$ cat config.mk
export PLATFORM = sky130hd
export DESIGN_NAME = cnn_window_gen
export DESIGN_NICKNAME = d
export VERILOG_FILES = /design/src/rtl/cnn_window_gen.sv
export SDC_FILE = /design/constraint.sdc
export NUM_CORES = 1
export LEC_CHECK = 0
export CORE_ASPECT_RATIO = 1.25
export CORE_MARGIN = 2
export CORE_UTILIZATION = 35
export DETAILED_ROUTE_END_ITERATION = 8
export GPL_TIMING_DRIVEN = 0
export PLACE_DENSITY_LB_ADDON = 0.08
export SLEW_MARGIN = 40
export SYNTH_ARGS = -nofsm -noshare
export SYNTH_HDL_FRONTEND = slang
export SYNTH_SLANG_ARGS = --single-unit
$ cat constraint.sdc
create_clock -name clk -period 3.5 [get_ports clk]
set_clock_uncertainty 0.05 [all_clocks]
set_input_delay 0.7 -clock clk [delete_from_list [all_inputs] [get_ports clk]]
set_output_delay 0.7 -clock clk [all_outputs]
set_load 0.05 [all_outputs]
$ cat src/rtl/cnn_window_gen.sv
// Sliding K x K window generator over a raster pixel stream.
// Holds K-1 line buffers plus a K x K shift window and emits strided windows over valid/ready.
module cnn_window_gen #(
  parameter int unsigned PIX_W  = 1,
  parameter int unsigned IMG_W  = 28,
  parameter int unsigned IMG_H  = 28,
  parameter int unsigned K      = 3,
  parameter int unsigned STRIDE = 1
) (
  input  logic                   clk,
  input  logic                   rst_n,
  input  logic                   clr,
  input  logic                   in_vld,
  input  logic [PIX_W-1:0]       in_data,
  output logic                   in_rdy,
  output logic                   out_vld,
  output logic [K*K*PIX_W-1:0]   out_win,
  input  logic                   out_rdy,
  output logic                   frame_done
);

  localparam int unsigned CW = (IMG_W > 1) ? $clog2(IMG_W) : 1;
  localparam int unsigned RW = (IMG_H > 1) ? $clog2(IMG_H) : 1;
  localparam int unsigned PW = (STRIDE > 1) ? $clog2(STRIDE) : 1;
  localparam int unsigned WW = K * K * PIX_W;

  logic [CW-1:0]    col;
  logic [RW-1:0]    row;
  logic [PW-1:0]    col_ph;
  logic [PW-1:0]    row_ph;
  logic [PIX_W-1:0] lb      [K-1][IMG_W];
  logic [PIX_W-1:0] win     [K][K];
  logic [PIX_W-1:0] win_nxt [K][K];
  logic [PIX_W-1:0] col_new [K];
  logic [WW-1:0]    win_flat;
  logic             in_xfer;
  logic             out_xfer;
  logic             qualify;
  logic             col_last;
  logic             row_last;

  assign in_rdy   = rst_n && !clr && (!out_vld || out_rdy);
  assign in_xfer  = in_vld && in_rdy;
  assign out_xfer = out_vld && out_rdy;
  assign col_last = (col == CW'(IMG_W - 1));
  assign row_last = (row == RW'(IMG_H - 1));
  // Phases are zero exactly on stride-aligned rows/columns once the window is full.
  assign qualify  = (row >= RW'(K - 1)) && (col >= CW'(K - 1)) &&
                    (row_ph == '0) && (col_ph == '0);

  // Next window: shift columns left, new right column from line buffers (oldest first) plus input.
  always_comb begin
    for (int r = 0; r < K - 1; r++) col_new[r] = lb[r][col];
    col_new[K-1] = in_data;
    for (int r = 0; r < K; r++) begin
      for (int c = 0; c < K - 1; c++) win_nxt[r][c] = win[r][c+1];
      win_nxt[r][K-1] = col_new[r];
    end
    win_flat = '0;
    for (int r = 0; r < K; r++) begin
      for (int c = 0; c < K; c++) win_flat[(r*K+c)*PIX_W +: PIX_W] = win_nxt[r][c];
    end
  end

  // Pixel storage; contents need no reset since windows only use current-frame data.
  always_ff @(posedge clk) begin
    if (in_xfer) begin
      for (int i = 0; i < int'(K) - 2; i++) lb[i][col] <= lb[i+1][col];
      lb[K-2][col] <= in_data;
      win          <= win_nxt;
    end
  end

  // Raster counters, stride phases and the output register.
  always_ff @(posedge clk) begin
    if (!rst_n || clr) begin
      col        <= '0;
      row        <= '0;
      col_ph     <= '0;
      row_ph     <= '0;
      out_vld    <= 1'b0;
      out_win    <= '0;
      frame_done <= 1'b0;
    end else begin
      frame_done <= 1'b0;
      if (in_xfer) begin
        if (col_last) begin
          col    <= '0;
          col_ph <= '0;
          if (row_last) begin
            row        <= '0;
            row_ph     <= '0;
            frame_done <= 1'b1;
          end else begin
            row <= row + 1'b1;
            if (row >= RW'(K - 1))
              row_ph <= (row_ph == PW'(STRIDE - 1)) ? '0 : row_ph + 1'b1;
          end
        end else begin
          col <= col + 1'b1;
          if (col >= CW'(K - 1))
            col_ph <= (col_ph == PW'(STRIDE - 1)) ? '0 : col_ph + 1'b1;
        end
      end
      if (in_xfer && qualify) begin
        out_vld <= 1'b1;
        out_win <= win_flat;
      end else if (out_xfer) begin
        out_vld <= 1'b0;
      end
    end
  end

endmodule

; ---- After elaboration in Yosys (flattened, before gate mapping)
; Memory sizes are Yosys's and may differ from the RTL's.
; Index checks and enable logic that the tools add are counted.
[op_classes]
add_sub_neg = 4
magnitude_cmp = 4
n_eq_ne = 2
n_mux = 21
bitwise = 5
n_reduce_logical = 21
[ops]
columns = operator, n
row1 = two-way mux 28 bit, 1
row2 = two-way mux 1 bit, 15
row3 = "adder 5 x 1 -> 5 bit, second input constant", 2
row4 = binary-select mux 1 bit (select 5 bit), 2
row5 = "== test 5 bit, second input constant", 2
row6 = "greater-or-equal comparator 5 x 2 -> 1 bit, second input constant", 2
row7 = two-way mux 5 bit, 2
row8 = logical AND 1 bit, 9
row9 = "greater-or-equal comparator 6 bit, second input constant", 1
row10 = "less-than comparator 6 x 1 -> 1 bit, second input constant", 1
row11 = NOT 5 -> 6 bit, 1
row12 = nonzero test 2 bit, 3
row13 = demux 1 bit (select 5 bit), 1
row14 = NOT 1 bit, 4
row15 = AND reduction 2 bit, 2
row16 = zero test 1 bit, 3
row17 = AND reduction 3 bit, 1
row18 = OR reduction 3 bit, 1
row19 = "adder 1 bit, second input constant", 2
row20 = logical OR 1 bit, 2
[totals]
reg_bits = 29
ramBits = 56
input_bits = 6
output_inout_bits = 12
n_memories = 1
[memory_table]
columns = name, words, width, rd, rd_clocked_by_memory_dff, wr, line_no
row1 = lb, 2, 28, 2, 0, 2, 31  ; logic [PIX_W-1:0] lb [K-1][IMG_W];

; ---- Logic depth before layout (Yosys ltp)
; Gate-level depths: netlist of the first run.
[logic_depth]
word_depth = 6
depth_mapped = 8
ltp_nobuf = 7

; ---- Worst setup path after synthesis of the first run
; OpenSTA, ideal clock, no wires.
[synth_timing]
path_type = input port to output port
start = input clr
end = output in_rdy
t_arrival_ns = 1.786
t_required_ns = 2.750
setup_slack_ns = 0.964
stages = 3
n_path_buf = 1
cell_sequence = nand2b_1 clkbuf_1 nor2_1
[synth_via]
elab_chain_len = 3
[synth_lines]
columns = element, line_no
row1 = from (decl), 12  ; input logic clr,
row2 = zero test 1 bit, 42  ; assign in_rdy = rst_n && !clr && (!out_vld || out_rdy);
row3 = logical AND 1 bit (2 in a row), 42
row4 = to (decl), 15  ; output logic in_rdy,
; No other way between the ends.

; ---- Worst setup path in the final report of the first run
; Same ends and word-level chain as after synthesis.

==> results of run 1 <==
[metrics by stage]
step                      setup TNS, ns  total power, W   util  instances
after global placement          -0.0667         0.00115  0.390        418
after CTS                             0         0.00206  0.419        434
after detailed placement        -0.0507         0.00115  0.390        418
after floorplan                       0         0.00112      -        272
final                                 0         0.00204  0.419        434
after global routing                  0         0.00211  0.419        434
[sequential cells by signal, summed over array words and instances (netlist names)]
signal      flops
out_vld         1
col             5
win             6
row             5
out_win         9
frame_done      1
lb             56
[worst max-delay path, cell delays in order]
cell and delay, ns:
sky130_fd_sc_hd__clkdlybuf4s50_1 0.46, sky130_fd_sc_hd__nand2b_1 0.29, sky130_fd_sc_hd__clkbuf_2 0.27, sky130_fd_sc_hd__nor2_1 0.12
sky130_fd_sc_hd__dlymetal6s2s_1 0.42
[logic make-up (layout without fill, tap and decap cells)]
logic type,Yosys count,after routing,share of synthesized area
and+or+nand+nor,107,107,0.150
DFF,83,83,0.635
muxes,31,31,0.103
AOI/OAI and AO/OA,22,22,0.0456
buffers and inverters,18,51,0.0334
adders and majority gates,6,6,0.0209
xor gates and xnor gates,5,5,0.0122
[cells in the mapped netlist (all sizes together)]
cell type / n
nor2: 50
clkbuf: 1
nand2b: 3
inv: 6
xnor2: 5
mux2i: 25
nor2b: 9
nand3b: 4
buf: 11
o21a: 1
nor4: 1
nand2: 14
mux4: 4
o21ai: 4
a31oi: 1
a21oi: 5
mux2: 2
a22o: 1
nand4: 4
a22oi: 2
a41oi: 2
and3b: 1
nand3: 10
o311a: 1
and3: 2
dfxtp: 21
o31ai: 2
nand4b: 1
ha: 6
nor3: 8
a311o: 1
a311oi: 1
o311ai: 1
edfxtp: 62
[path summary, 6_finish.rpt]
check	from	endpoint	depth (start not counted)
setup / recovery	clr	in_rdy	5
hold / removal	win[3]$_DFFE_PP_	win[4]$_DFFE_PP_	0
setup reg to reg	col[0]$_SDFFE_PP0P_	lb[0][17]$_DFFE_PP_	6
hold reg to reg	win[3]$_DFFE_PP_	win[4]$_DFFE_PP_	0
[power by group through the flow]
stage,Clock [W],Sequential (W),Combinational [W]
after floorplan,0,0.00109,0.0000386
after global placement,0,0.00109,0.0000678
after detailed placement,0,0.00109,0.0000676
after CTS,0.000932,0.00106,0.0000680
after global routing,0.000976,0.00106,0.0000730
final,0.000910,0.00107,0.0000660
[cell usage in the layout (no fill, tap or decap), drive strengths merged, types with 2 or more instances in the layout]
master	n
dfxtp	21
nand3b	4
clkbuf	11
mux4	4
edfxtp	62
nor2	50
a21oi	5
clkdlybuf4s50	15
o31ai	2
clkinv	4
nand4	4
nor2b	9
nand2b	3
ha	6
a22oi	2
and3	2
nor3	8
mux2i	25
inv	6
o21ai	4
a41oi	2
nand3	10
mux2	2
xnor2	5
nand2	14
buf	12
[routing by layer]
metal  vias up  global-route usage  share of wire
li1       1056                   -              -
met1      1025               0.185           0.44
met2        45               0.264           0.49
met3        18              0.0410          0.040
met4         0              0.0831          0.032
met5         -                   0              0
[final cells by class]
cell class,count,share of cell area
Multi-Input combinational cell,171,0.284
Tap cell,129,0.0383
Timing Repair Buffer,17,0.0398
Inverter,6,0.00534
Buffer,12,0.0235
Clock buffer,10,0.0543
Sequential cell,83,0.542
Clock inverter,6,0.0134
[repair_timing]
item,4_1_cts,5_1_grt
pin swaps,0,0
resized for setup,1,1
endpoints found under the setup margin,1,1
gates cloned,0,0
setup buffers,0,0
hold buffers,0,0
==> summary by stage, run 1 <==
STA
The number of endpoints with negative hold slack in the final report is 0. Setup violations remaining at the end of the flow were counted as 0. At the pin with the least slew margin, the transition time is between 0.5 and 0.6 ns. Setup repair after global routing left no endpoint under its margin. The worst-case headroom to the max-slew limit is 0.610. The maximum clock rate is 331 MHz. The final cycle utilization of the critical path is 0.864. The worst path meets setup with 0.477 ns of slack. The time the worst path needs with I/O delays and setup is 3.02 ns.

The tightest hold margin is 0.406 ns. The number of pins with negative max-slew slack in the final report is 0.

Power and ir drop
The share of total power dissipated in combinational logic is 0.032. The share of power burned in registers is 0.522. The power density over the cells is 484 mW/mm2. The internal power consumption is about 0.0016 W.

The leakage power is 1.36 nW. The fraction of power spent switching nets is 0.200. Of the total power, the clock network draws 0.446. The worst-case IR drop observed on VDD is a little over 0.0002 V. The switching power total is between 0.0004 and 0.0005 W.

Routing
In the final routed layout, each cell accounts on average for about 18 um. For this block, the initial DRC count from the detailed router was 107. For this block, the routed nets add up to 7870 um of wire. Once detail routing completed, the nets flagged for antenna violations numbered 0. For this run, design rule violations remaining after detail routing come to 0. In the routed layout, each cell is associated on average with a via count of just under 5. For this run, the detailed router's first-pass iteration total came to 4. The detailed router placed 2144 vias in this run.

Setup path
The setup check on the worst reg-to-reg path leaves a slack of 0.84 ns. STA puts the critical path data required time at ~2.8 ns. The top fanout value on the critical path is 10. The critical path startpoint category is a primary input.

The setup path with the least slack is of type primary input to output pin. The endpoint arrival time on the critical path is between 2 and 2.5 ns. The kind of end point of the critical path is an output pin.

Yosys
The cell count after synthesis came out at 272. Yosys printed 0 warnings. The synthesized netlist occupies a cell area of roughly 0.0036 mm2. Yosys mapped the design onto 41 distinct sky130hd cell types. The portion of synthesized cell area occupied by the leading cell type is 0.518. The sequential share of the synthesized area is 0.635. After synthesis, the cell types taking the most area are sky130_fd_sc_hd__edfxtp_1 (52%), sky130_fd_sc_hd__dfxtp_1 (12%), sky130_fd_sc_hd__mux2i_1 (7.0%). A synthesized cell averages 13.2 um2. The number of nets handed over by synthesis was 284.

The flip-flop and latch count after synthesis is 83. Summed over all instances, the cell type with the most area after synthesis is sky130_fd_sc_hd__edfxtp_1.

Place
The pre-CTS setup slack is -0.0507 ns. Routability-driven placement finished with a final weighted congestion of 0.780. The HPWL after detailed placement is 5290 um. Summing all placed instances gives a cell area of 0.00393 mm2. The number of buffer cells added on primary ports is 17.

Run
Max-cap violations in this run came to 0.

Die
From bottom edge to top edge, the die measures between 100 and 150 um. The floorplan step set the die width to around 95 um. The die covers 0.0111 mm2.

The number of primary I/O pins is 18. The total number of placement rows is 41. The core region is just over 0.01 mm2. The initial utilization of the core area, before any placement, comes to 0.357.

Clocking
The worst-skew pair later-pin latency is approximately 0.34 ns. The maximum level of the CTS H-tree is 3. CTS placed an instance of sky130_fd_sc_hd__clkbuf_16 at the clock tree root. Counting along the longest clock path gives a buffer depth of 2. Clock-pin slew was measured on the worst setup and hold paths at 0.06 ns.

The clock net in this run drives a total of between 80 and 90 sinks. The clock buffer count from CTS is 9. TritonCTS built the clock tree.

Finish
The multi-input combinational cells in the finished layout cover a total of 0.00120 mm2. The area growth from synthesis to layout is 17.3%. The repair_antennas step left the layout with diodes totalling 0. The sequential cell area in the final layout is 0.00228 mm2. At the end of the flow, the number of nets in the layout was approximately 310. The layout filler cell count is 955. The area of all placed cells without fillers is 0.00421 mm2. In the final layout, the share of cells above drive strength 1 is 0.125.

Status
The run finished with clean final reports.

Global routing
The number of antenna violations at the first check in global routing is 0. The wire length of the first global-routing pass is around 12000 um. The total congestion overflow is 0. The number of global-route vias before repair is roughly 2200. Across every metal layer, demand over resource in global routing totals 0.157. The maximum number of pins on one net before global-route repair is 31.

Min path
The path class of the tightest hold or removal check is flip-flop to flip-flop.
Note: power is estimated with default switching activity, not from simulation.
==> inputs of run 2 (changes only) <==
--- a/config.mk
+++ b/config.mk
@@ -11,6 +11,7 @@
 export DETAILED_ROUTE_END_ITERATION = 8
 export GPL_TIMING_DRIVEN = 0
 export PLACE_DENSITY_LB_ADDON = 0.08
+export SETUP_SLACK_MARGIN = 0.02
 export SLEW_MARGIN = 40
 export SYNTH_ARGS = -nofsm -noshare
 export SYNTH_HDL_FRONTEND = slang
==> results of run 2 <==
Final layout, timing and power as in run 1 (identical DEF).
